`src/rtl/regfile_write_ctrl.sv`:
```
// -----------------------------------------------------------------------------
// regfile_write_ctrl
//
// Write-port front end for a register array made of enable-gated register
// cells. Write requests are buffered in a 2-entry FIFO and drained one per
// cycle as a registered one-hot enable vector (EN) plus a shared data bus (WD).
// A CLEAR command walks every register index and writes zero; while it runs,
// the FIFO keeps accepting but does not drain.
//
// Handshake: a request transfers on a rising CK edge where WR_VALID and
// WR_READY are both high. WR_READY depends only on the registered FIFO count,
// never on WR_VALID, so the requester may hold WR_VALID/WR_ADDR/WR_DATA stable
// until it sees the transfer.
//
// Ports:
//   CK        in   clock, rising edge
//   RSTn      in   asynchronous active-low reset
//   WR_VALID  in   write request valid
//   WR_READY  out  FIFO not full
//   WR_ADDR   in   [AW-1:0]    target register index
//   WR_DATA   in   [WIDTH-1:0] write data
//   CLR_REQ   in   single-cycle pulse, start clear sequence
//   EN        out  [NREG-1:0]  registered one-hot (or zero) write enable
//   WD        out  [WIDTH-1:0] registered write data
//   BUSY      out  CLEAR active, FIFO non-empty or EN non-zero
//   ERR       out  sticky out-of-range address flag
//   DBG_STATE out  current FSM state (0 = IDLE, 1 = CLEAR)
// -----------------------------------------------------------------------------
module regfile_write_ctrl #(
  parameter int WIDTH = 8,
  parameter int NREG  = 8,
  parameter int AW    = 3
) (
  input  logic             CK,
  input  logic             RSTn,
  input  logic             WR_VALID,
  output logic             WR_READY,
  input  logic [AW-1:0]    WR_ADDR,
  input  logic [WIDTH-1:0] WR_DATA,
  input  logic             CLR_REQ,
  output logic [NREG-1:0]  EN,
  output logic [WIDTH-1:0] WD,
  output logic             BUSY,
  output logic             ERR,
  output logic             DBG_STATE
);

  typedef enum logic {
    S_IDLE  = 1'b0,
    S_CLEAR = 1'b1
  } state_t;

  localparam logic [AW-1:0] LAST_IDX = AW'(NREG - 1);
  localparam logic [AW:0]   NREG_X   = (AW + 1)'(NREG);

  // Out-of-range indices simply match no bit, giving an all-zero vector.
  function automatic logic [NREG-1:0] onehot(input logic [AW-1:0] idx);
    logic [NREG-1:0] res;
    res = '0;
    for (int i = 0; i < NREG; i++) begin
      res[i] = (idx == AW'(i));
    end
    return res;
  endfunction

  // FIFO storage
  logic [AW-1:0]    r_addr_mem [2];
  logic [WIDTH-1:0] r_data_mem [2];
  logic             r_rd_ptr;
  logic             r_wr_ptr;
  logic [1:0]       r_count;

  // FSM and output registers
  state_t           r_state;
  logic [AW-1:0]    r_cnt;
  logic [NREG-1:0]  r_en;
  logic [WIDTH-1:0] r_wd;
  logic             r_err;

  // Next-state wires
  state_t           w_state_nxt;
  logic [AW-1:0]    w_cnt_nxt;
  logic [NREG-1:0]  w_en_nxt;
  logic [WIDTH-1:0] w_wd_nxt;
  logic             w_err_set;
  logic             w_pop;
  logic             w_push;
  logic [AW-1:0]    w_head_addr;
  logic [WIDTH-1:0] w_head_data;
  logic             w_head_oor;

  assign WR_READY    = (r_count < 2'd2);
  assign w_push      = WR_VALID & WR_READY;
  assign w_head_addr = r_addr_mem[r_rd_ptr];
  assign w_head_data = r_data_mem[r_rd_ptr];
  assign w_head_oor  = ({1'b0, w_head_addr} >= NREG_X);

  // Next state, drain decision and next EN/WD. CLR_REQ in IDLE wins over a
  // pending pop so queued writes land after the zeros.
  always_comb begin
    w_state_nxt = r_state;
    w_cnt_nxt   = r_cnt;
    w_en_nxt    = '0;
    w_wd_nxt    = r_wd;
    w_err_set   = 1'b0;
    w_pop       = 1'b0;
    case (r_state)
      S_IDLE: begin
        if (CLR_REQ) begin
          w_state_nxt = S_CLEAR;
          w_cnt_nxt   = '0;
        end else if (r_count != 2'd0) begin
          w_pop     = 1'b1;
          w_en_nxt  = onehot(w_head_addr);
          w_wd_nxt  = w_head_data;
          w_err_set = w_head_oor;
        end
      end
      S_CLEAR: begin
        w_en_nxt = onehot(r_cnt);
        w_wd_nxt = '0;
        if (r_cnt == LAST_IDX) begin
          w_state_nxt = S_IDLE;
          w_cnt_nxt   = '0;
        end else begin
          w_cnt_nxt = r_cnt + AW'(1);
        end
      end
      default: begin
        w_state_nxt = S_IDLE;
        w_cnt_nxt   = '0;
      end
    endcase
  end

  always_ff @(posedge CK or negedge RSTn) begin
    if (!RSTn) begin
      r_state <= S_IDLE;
      r_cnt   <= '0;
      r_en    <= '0;
      r_wd    <= '0;
      r_err   <= 1'b0;
    end else begin
      r_state <= w_state_nxt;
      r_cnt   <= w_cnt_nxt;
      r_en    <= w_en_nxt;
      r_wd    <= w_wd_nxt;
      if (w_err_set) r_err <= 1'b1;
    end
  end

  // FIFO: a pop and a push in the same cycle leave the count unchanged.
  always_ff @(posedge CK or negedge RSTn) begin
    if (!RSTn) begin
      r_rd_ptr      <= 1'b0;
      r_wr_ptr      <= 1'b0;
      r_count       <= 2'd0;
      r_addr_mem[0] <= '0;
      r_addr_mem[1] <= '0;
      r_data_mem[0] <= '0;
      r_data_mem[1] <= '0;
    end else begin
      if (w_push) begin
        r_addr_mem[r_wr_ptr] <= WR_ADDR;
        r_data_mem[r_wr_ptr] <= WR_DATA;
        r_wr_ptr             <= ~r_wr_ptr;
      end
      if (w_pop) r_rd_ptr <= ~r_rd_ptr;
      case ({w_push, w_pop})
        2'b10:   r_count <= r_count + 2'd1;
        2'b01:   r_count <= r_count - 2'd1;
        default: r_count <= r_count;
      endcase
    end
  end

  assign EN        = r_en;
  assign WD        = r_wd;
  assign ERR       = r_err;
  assign BUSY      = (r_state == S_CLEAR) | (r_count != 2'd0) | (|r_en);
  assign DBG_STATE = r_state;

endmodule
```
`config.mk`:
```
export PLATFORM = sky130hd
export DESIGN_NAME = regfile_write_ctrl
export DESIGN_NICKNAME = d
export VERILOG_FILES = /design/src/rtl/regfile_write_ctrl.sv
export SDC_FILE = /design/constraint.sdc
export NUM_CORES = 1
export LEC_CHECK = 0
export ABC_AREA = 1
export ABC_CLOCK_PERIOD_IN_PS = 2300
export CAP_MARGIN = 20
export CORE_AREA = 2 2 56 110
export CTS_CLUSTER_SIZE = 12
export DETAILED_ROUTE_END_ITERATION = 10
export DIE_AREA = 0 0 58 112
export PLACE_DENSITY_LB_ADDON = 0.2
export SYNTH_ARGS = -nofsm -noshare
export SYNTH_HDL_FRONTEND = slang
export SYNTH_SLANG_ARGS = --single-unit
export TNS_END_PERCENT = 50
```
`constraint.sdc`:
```
create_clock -name CK -period 2.3 [get_ports CK]
set_clock_uncertainty 0.1 [all_clocks]
set_input_delay 0.46 -clock CK [delete_from_list [all_inputs] [get_ports CK]]
set_output_delay 0.46 -clock CK [all_outputs]
set_load 0.005 [all_outputs]
```
==> results.py, run 1 <==
metrics = {
    "setup_path": {
        "r2r-start": "DBG_STATE",
        "path_max_fanout": 12,
        "worstPathCellList": "nor3_1, nand4_1, clkdlybuf4s50_1",
        "slowest_delay_ps": 510,
        "cp_slowest_cell": "dfrtp_1",
        "r2r_slack_ps": 500,
        "rr_worst_depth": 7,
        "worstPathRequired_ps": 1740,
        "cp-end-kind": "output port",
        "crit_path_start_kind": "flop",
        "arrival_ps": 1580,
        "reg2reg_to": "r_count[1]",
        "critPathKind": "reg -> out",
    },
    "yosys": {
        "ys_ff_latch": 46,
        "yosysTopAreaCell": "dfrtp_1",
        "syn_inst": 242,
        "ys_warn_count": 0,
        "synth_xor_area_frac": 0.0121,
        "synth_compound_area_frac": 0.112,
        "seq_area_frac_synth": 0.531,
        "synth_cell_types": 26,
        "synth_top_family_by_area": "simple AND/OR/NAND/NOR gates",
        "synth_nets": 264,
        "synthMuxAreaShare": 0,
        "yosys.area_share.simple": 0.210,
        "synth_top_area_frac": 0.531,
        "synthesis.area_sq_um": 2170,
        "ys_top_cells_by_area": "dfrtp_1 (53%), nand2_1 (12%), inv_1 (5.0%)",
        "synthAdderAreaFrac": 0.0404,
        "synth_area_per_cell_sq_um": 8.97,
    },
    "die": {
        "die-area_sq_um": 6500,
        "fp.dieH_microns": 112,
        "start_util": 0.383,
        "rows": 39,
        "ioPinCount": 35,
        "die_w_microns": 58,
        "core_area_sq_um": 5660,
    },
    "cells_and_area": {
        "final-instance-count-excl-fill": 341,
        "nFillCells": 561,
        "diodes": 0,
        "final_layout_size_suffix_gt1_frac": 0.143,
        "layout.nets": 301,
        "area_growth_pct": 24.3,
    },
    "worst_hold_path": {
        "hp-class": "in -> async",
    },
    "drt": {
        "ant_nets": 0,
        "dr.pass1.iters": 4,
        "drt-vias-per-instance": 4.67,
        "drt_iter0_markers": 24,
        "vias": 1591,
        "finalWirelength_microns": 4200,
        "routedWlPerCell_microns": 12.3,
        "drc_errors": 0,
    },
    "clock_tree": {
        "postCtsHoldBufs": 0,
        "cts.clk_slew.worst_paths_ps": 60,
        "clockRootBuffer": "clkbuf_16",
        "cts_setup_buffers": 0,
        "clk_latency_ps": 290,
        "cts_made_buffers": 5,
        "htreeDepth": 2,
        "clk_path_buf_depth": 2,
        "post_cts_resized": 0,
        "cts_tree": "built",
        "cts.sinks": 46,
    },
    "power_and_ir_drop": {
        "vdd_ir_drop_max_uv": 722,
        "p_switching_mw": 1.21,
        "share_seq_of_total_power": 0.401,
        "p_int_mw": 2.16,
        "clkPwrFrac": 0.223,
        "p_leak_nw": 1.32,
        "switching_share": 0.358,
        "p_comb_frac": 0.376,
        "powerDensity_nw_per_um2": 1250,
    },
    "timing": {
        "fmax_mhz": 466,
        "final-hold-violation-count": 0,
        "period_minus_slack_ps": 2140,
        "fin_tns_setup_ps": 0,
        "rsz0062_at_grt": "false",
        "post-route-period-util": 0.932,
        "setup_viol": 0,
        "slew_violations": 0,
    },
    "placement": {
        "finalWeightedCongestion": 0.736,
        "place_inst": 333,
        "numPortBuffers": 33,
        "hpwl_microns": 3200,
    },
    "global_route": {
        "grt_pass1_vias": 1626,
        "grt.total_usage": 0.152,
        "grt_pass1_wl_microns": 7370,
        "grt_max_degree": 24,
        "overflow": 0,
        "antenna_found_initial": 0,
    },
    "job": {
        "drv_cap": 0,
    },
    "outcome": {
        "status": "completed",
    },
}
[synthesized netlist by cell type]
master    number
nand2_1       71
dfrtp_1       46
inv_1         29
o21ai_0       20
nand3_1       12
o21ai_2       11
nand2_2        9
ha_1           7
o21ai_1        6
nor2_1         4
clkbuf_1       3
nand4_1        3
buf_12         2
buf_2          2
buf_4          2
nor3_1         2
o22ai_1        2
or2_2          2
xor2_1         2
a21oi_1        1
buf_6          1
conb_1         1
inv_2          1
nor2_4         1
or2_1          1
xnor2_1        1
[logic make-up after synthesis]
logic type	count (synthesis)
buffers and inverters	40
AO/OA/AOI/OAI	40
AND/OR/NAND/NOR	105
XOR/XNOR	3
other	1
flip-flops	46
adder cells (fa/ha/maj)	7
[cells in the final DEF (no fill, tap or decap), types with 2 or more instances in the layout]
cell type / count
nand2_1: 71
o22ai_1: 2
nand2_2: 9
o21ai_0: 20
ha_1: 7
nor2_1: 4
clkbuf_8: 2
dfrtp_1: 46
clkbuf_16: 5
clkdlybuf4s50_1: 32
xor2_1: 2
nand3_1: 12
nand4_1: 3
nor3_1: 2
buf_4: 7
or2_2: 2
inv_1: 29
o21ai_1: 6
o21ai_2: 11
[stage by stage]
| step | util | setup WS, ps | cell area [sq um] | total power [mW] | hold slack, ps |
|---|---|---|---|---|---|
| after global placement | 0.448 | 227 | 2540 | 2.63 | 326 |
| after floorplan | - | 573 | 2170 | 2.23 | 64.4 |
| after detailed placement | 0.448 | 206 | 2540 | 2.66 | 335 |
| after global routing | 0.477 | 22.9 | 2700 | 3.67 | 50.0 |
| final | 0.477 | 155 | 2700 | 3.37 | 11.4 |
| after CTS | 0.477 | 116 | 2700 | 3.42 | 23.7 |
[worst max-delay path by stage]
stage	to	start	slack [ps]	depth (start not counted)
after floorplan	r_count[1]	CLR_REQ	570	8
after global placement	r_count[1]	CLR_REQ	230	8
after detailed placement	r_count[1]	CLR_REQ	210	8
after CTS	BUSY	r_count[1]	120	5
after global routing	BUSY	r_count[1]	20	5
final	BUSY	DBG_STATE	160	3
[power by group through the flow]
stage / clock, mW / combinational, mW / sequential [mW]
floorplan: 0 / 0.911 / 1.32
global placement: 0 / 1.28 / 1.35
detailed placement: 0 / 1.29 / 1.36
CTS: 0.776 / 1.30 / 1.35
global route: 0.821 / 1.46 / 1.39
finish: 0.752 / 1.27 / 1.35
[critical path, delay by kind of cell (launching register included)]
kind                   cells  cell delay, ps
and+or+nand+nor            2             340
DFF                        1             510
buffers and inverters      1             450
[registers in the layout, summed over array words and instances, names as in the netlist]
| signal | flops |
|---|---|
| r_wr_ptr | 1 |
| r_cnt | 3 |
| EN | 8 |
| r_rd_ptr | 1 |
| r_addr_mem | 6 |
| r_data_mem | 16 |
| r_count | 2 |
| DBG_STATE | 1 |
| WD | 8 |
[area by class of cell]
class,instances,area (sq um),share of cell area
sequential,46,1150,0.427
multi-input combinational,156,818,0.303
timing repair buffer,40,378,0.140
clock buffer,7,153,0.0566
inverter,30,113,0.0417
tap,61,76.3,0.0283
clock inverter,1,8.76,0.00325
[per-layer routing]
layer	vias to the layer above	track usage	part of all wire
met4	0	0.0775	0.022
met3	6	0.0348	0.027
met1	726	0.163	0.39
li1	833	-	-
met5	-	0	0
met2	26	0.268	0.56
No activity file was read; power rests on OpenSTA's default activity.
==> inputs of run 2 (changes only) <==
TNS_END_PERCENT = default   (was 50)
==> results of run 2 <==
Final layout, timing and power as in run 1 (identical DEF).
==> inputs of run 3 (changes only) <==
CAP_MARGIN = default   (was 20)
==> results of run 3 <==
Final layout, timing and power as in run 1 (identical DEF).
